<file path="config.mk">
export PLATFORM = sky130hd
export DESIGN_NAME = detect_share_ctrl
export DESIGN_NICKNAME = d
export VERILOG_FILES = /design/src/rtl/detect_share_ctrl.sv
export SDC_FILE = /design/constraint.sdc
export NUM_CORES = 1
export LEC_CHECK = 0
export BUFFER_PORTS_ARGS = -buffer_cell sky130_fd_sc_hd__buf_2
export CAP_MARGIN = 20
export CORE_ASPECT_RATIO = 1.5
export CORE_MARGIN = 2
export CORE_UTILIZATION = 55
export CTS_BUF_LIST = sky130_fd_sc_hd__clkbuf_8
export CTS_CLUSTER_DIAMETER = 40
export DETAILED_ROUTE_END_ITERATION = 16
export PLACE_DENSITY = 0.82
export SLEW_MARGIN = 20
export SYNTH_ARGS = -nofsm -noshare
export SYNTH_HDL_FRONTEND = slang
export SYNTH_SLANG_ARGS = --single-unit
</file>
<file path="constraint.sdc">
create_clock -name clock -period 1.7 [get_ports clock]
set_input_delay 0.255 -clock clock [delete_from_list [all_inputs] [get_ports clock]]
set_output_delay 0.255 -clock clock [all_outputs]
set_load 0.05 [all_outputs]
</file>
<file path="src/rtl/detect_share_ctrl.sv">
// detect_share_ctrl: round-robin front end that time-shares one detect_3zero
// serial detector between two word-level requesters. A granted word is
// preceded by a detector clear, shifted MSB-first, and the number of bit
// positions after which the detector fired is returned with the requester id.
module detect_share_ctrl #(
  parameter int WIDTH = 8,
  parameter int CNT_W = 4
) (
  input  logic             clock,
  input  logic             reset,
  input  logic             req0_valid,
  input  logic [WIDTH-1:0] req0_data,
  output logic             req0_ready,
  input  logic             req1_valid,
  input  logic [WIDTH-1:0] req1_data,
  output logic             req1_ready,
  output logic             det_reset,
  output logic             det_bitin,
  input  logic             det_indicator,
  output logic             out_valid,
  output logic             out_id,
  output logic [CNT_W-1:0] out_hits,
  input  logic             out_ready
);

  localparam logic [2:0] S_IDLE  = 3'd0;
  localparam logic [2:0] S_CLEAR = 3'd1;
  localparam logic [2:0] S_SHIFT = 3'd2;
  localparam logic [2:0] S_DRAIN = 3'd3;
  localparam logic [2:0] S_DONE  = 3'd4;

  localparam logic [CNT_W-1:0] LAST_BIT = CNT_W'(WIDTH - 1);
  localparam logic [CNT_W-1:0] ONE      = CNT_W'(1);

  logic [2:0]       state_q,     state_d;
  logic [WIDTH-1:0] shreg_q,     shreg_d;
  logic             id_q,        id_d;
  logic             last_id_q,   last_id_d;
  logic [CNT_W-1:0] hits_q,      hits_d;
  logic [CNT_W-1:0] bit_cnt_q,   bit_cnt_d;
  logic             det_reset_q, det_reset_d;
  logic             det_bitin_q, det_bitin_d;

  logic grant;
  logic accept;

  // Arbitration: a lone requester wins; on a tie the one not served last wins.
  always_comb begin
    grant = 1'b0;
    if (req0_valid && req1_valid) begin
      grant = ~last_id_q;
    end else if (req1_valid) begin
      grant = 1'b1;
    end
  end

  assign req0_ready = (state_q == S_IDLE) && !grant;
  assign req1_ready = (state_q == S_IDLE) && grant;
  assign accept     = (req0_valid && req0_ready) || (req1_valid && req1_ready);

  // Sequencing of one word: accept, clear detector, shift bits, drain, report.
  always_comb begin
    state_d     = state_q;
    shreg_d     = shreg_q;
    id_d        = id_q;
    last_id_d   = last_id_q;
    hits_d      = hits_q;
    bit_cnt_d   = bit_cnt_q;
    det_bitin_d = 1'b1;
    det_reset_d = 1'b1;

    case (state_q)
      S_IDLE: begin
        if (accept) begin
          shreg_d   = grant ? req1_data : req0_data;
          id_d      = grant;
          hits_d    = '0;
          bit_cnt_d = '0;
          state_d   = S_CLEAR;
        end
      end
      S_CLEAR: begin
        state_d = S_SHIFT;
      end
      S_SHIFT: begin
        // The indicator seen in shift cycle n reflects bit n-1, so the first
        // shift cycle has nothing of this word to count yet.
        if ((bit_cnt_q != '0) && det_indicator) begin
          hits_d = hits_q + ONE;
        end
        if (bit_cnt_q == LAST_BIT) begin
          state_d = S_DRAIN;
        end else begin
          bit_cnt_d = bit_cnt_q + ONE;
        end
      end
      S_DRAIN: begin
        if (det_indicator) begin
          hits_d = hits_q + ONE;
        end
        state_d = S_DONE;
      end
      S_DONE: begin
        if (out_ready) begin
          last_id_d = id_q;
          state_d   = S_IDLE;
        end
      end
      default: begin
        state_d = S_IDLE;
      end
    endcase

    // The registered bit output leads the state by one cycle, so the next bit
    // is loaded whenever the coming cycle is a shift cycle.
    if (state_d == S_SHIFT) begin
      det_bitin_d = shreg_q[WIDTH-1];
      shreg_d     = {shreg_q[WIDTH-2:0], 1'b0};
    end
    det_reset_d = (state_d != S_CLEAR);
  end

  // State and datapath registers; reset also holds the detector in reset.
  always_ff @(posedge clock or negedge reset) begin
    if (!reset) begin
      state_q     <= S_IDLE;
      shreg_q     <= '0;
      id_q        <= 1'b0;
      last_id_q   <= 1'b1;
      hits_q      <= '0;
      bit_cnt_q   <= '0;
      det_reset_q <= 1'b0;
      det_bitin_q <= 1'b1;
    end else begin
      state_q     <= state_d;
      shreg_q     <= shreg_d;
      id_q        <= id_d;
      last_id_q   <= last_id_d;
      hits_q      <= hits_d;
      bit_cnt_q   <= bit_cnt_d;
      det_reset_q <= det_reset_d;
      det_bitin_q <= det_bitin_d;
    end
  end

  assign det_reset = det_reset_q;
  assign det_bitin = det_bitin_q;
  assign out_valid = (state_q == S_DONE);
  assign out_id    = id_q;
  assign out_hits  = hits_q;

endmodule

</file>
==> results.tsv <==
metric	value	unit
fin_hold_ws	247.1	ps
cp.arrival	1390	ps
path_class	flop to output port	
drive_gt1_share	37.35	%
timing.final.crit_share	96.59	%
dieArea	2833	µm²
synth_cells	129	
hold_path.class	input pin to flop	
min_period	1642	ps
cts_sinks	23	
drv_slew	0	
synthesis.nets	154	
cts_made_buffers	3	
outcome	finished, final reports clean	
gp_congestion	0.8386	
maxCapViolations	0	
setup_viol_count_final	0	
insertion_delay	260	ps
stdcell_count	189	
io_buffers	31	
via_per_inst	6.169	
hold_violations	0	
synth_top_cell_by_area	dfrtp_1	
crit_fanout	9	
skew	3.067	ps
fin_nets	192	
synth-seq-cells	23	
grt_pass1_wl	5016	µm
fp.dieH	64.20	µm
io_pins	32	
power_leakage	0.7382	nW
synth.top_cell.area_share	39.55	%
crit_required	1440	ps
synth_top_family_by_area	compound AO/OA/AOI/OAI gates	
row_count	21	
slowest_stage	dfrtp_2	
synthAdderAreaFrac	2.825	%
final_cell_mix	buf_2 (29), dfrtp_1 (20), o21ai_0 (17), nand2_1 (10)	
synth_area_per_cell	10.30	µm²
synth-simple-area-share	18.55	%
drt_first_pass_iters	4	
syn2layout_area_growth	21.85	%
path_clk_slew	80	ps
coreArea	2260	µm²
synth_xor_area_share	1.318	%
initial_utilization	58.80	%
clockRootBuffer	clkbuf_8	
slew_headroom	64.89	%
vias	1166	
grt_max_degree	24	
fmax	609.0	MHz
finalSetupTns	0	ps
synth_compound_area_share	21.37	%
grt_pass1_vias	1121	
antenna_found_initial	0	
synth_edf_count	0	
synth_mux_area_share	7.721	%
worstMarginPinSlew	522.2	ps
synth_area_leaders	dfrtp_1 (40%), o21ai_0 (6.4%), mux2i_1 (6.0%)	
drc	0	
endpoint_kind	output port	
insertedDiodeCount	0	
cpMostUsedCell	buf_4	
die_x	44.13	µm
ant_nets	0	
overflow	0	
wl_per_cell	15.03	µm
path_cells	buf_4 -> nor3b_4 -> buf_4	
finalWirelength	2841	µm
clock_path_buffers	2	
synth_cell_types	43	
worstSetupStartpointType	flop	
htree_levels	1	
placed_cells	184	
cts_tree	built	
syn-cell-area	1329	µm²
mostFrequentLayoutCell	buf_2	
ys_warn_count	0	
vdd_ir_drop_max	1074	µV
yosysSeqAreaShare	43.50	%
first_iter_violations	46	
rsz0062_at_grt	yes	
rrSetupSlack	140	ps
dp_hpwl	2134	µm
slowest_delay	490	ps
synthArstFlopShare	100.0	%
grt_use_total	23.05	%
p_per_area	1852	nW/µm²
synthFlopType	dfrtp_1	
[registers in the layout, indices dropped and copies added, names as in the netlist]
signal	cells
last_id_q	1
out_hits	4
bit_cnt_q	4
out_id	1
det_bitin	1
det_reset	1
state_q	3
shreg_q	8
[worst paths after layout]
path | from | cells past startpoint | end
worst max-delay path | state_q[1]$_DFF_PN0_ | 3 | out_valid
worst min-delay path | out_ready | 3 | state_q[2]$_DFF_PN0_
worst max register to register | bit_cnt_q[1]$_DFFE_PN0P_ | 5 | shreg_q[4]$_DFFE_PN0P_
worst min register to register | shreg_q[7]$_DFFE_PN0P_ | 1 | det_bitin$_DFF_PN1_
max in group asynchronous | reset | 2 | state_q[1]$_DFF_PN0_
min in group asynchronous | reset | 2 | bit_cnt_q[3]$_DFFE_PN0P_
[cells by family after synthesis]
family	after synthesis
compound gates	42
simple gates	37
flops	23
buf+inv	12
mux	10
fa+ha+maj	3
xor+xnor	2
[critical path: cells and delay by family, from the launching register on]
kind / cells / cell delay, ps
buffers and inverters: 2 / 430
flip-flops: 1 / 490
AND/OR/NAND/NOR: 1 / 210
[routing by layer]
| metal | share of wire [%] | vias to the layer above | track usage [%] | routed length [µm] |
|---|---|---|---|---|
| li1 | - | 550 | - | - |
| met1 | 41 | 570 | 27.84 | 1173 |
| met2 | 53 | 40 | 40.63 | 1516 |
| met3 | 4.0 | 6 | 2.542 | 113 |
| met4 | 1.3 | 0 | 8.333 | 37 |
| met5 | 0 | - | 0 | 0 |
[synthesized netlist by cell type (2+ instances only)]
library cell and n:
mux2i_1 8, dfrtp_1 21, nor3_2 3, a32oi_1 7
nand3_1 4, buf_4 4, nand2_1 10, a22o_1 4
and3_1 2, a21oi_1 3, inv_1 4, buf_2 2
nor2b_1 3, o21ai_0 17, ha_1 3, dfstp_2 2
nor2_1 4, and2_1 2, xnor2_1 2
[area by class of cell]
cell class              instances  area, µm²
flip-flops and latches         23      579.3
well taps                      23      28.78
clock inverters                 1      5.005
multi-input cells              94      711.9
clock buffers                   3      41.29
repair buffers                 40      234.0
fillers                       176      640.6
inverters                       5      18.77
[where the power goes]
part,internal [mW],switching (mW)
Combinational,0.656,1.04
Clock,0.163,0.174
Sequential,0.784,0.184
[per-stage QoR]
| step | area [µm²] | utilization, % | total power [mW] | setup WS (ps) |
|---|---|---|---|---|
| floorplan | 1338 | - | 2.188 | 116.0 |
| global placement | 1538 | 68.05 | 2.517 | 209.7 |
| detailed placement | 1538 | 68.05 | 2.598 | 55.76 |
| CTS | 1597 | 70.65 | 2.942 | 7.518 |
| global route | 1619 | 71.65 | 3.200 | -0.8005 |
| finish | 1619 | 71.65 | 2.999 | 57.91 |
[repair_timing]
action | 4_1_cts | 5_1_grt
buffers inserted | 0 | 0
hold endpoints to repair | 21 | 0
hold buffers | 1 | 0
resized for setup | 1 | 6
setup endpoints to repair | 1 | 10
No activity file was read; power rests on OpenSTA's default activity.
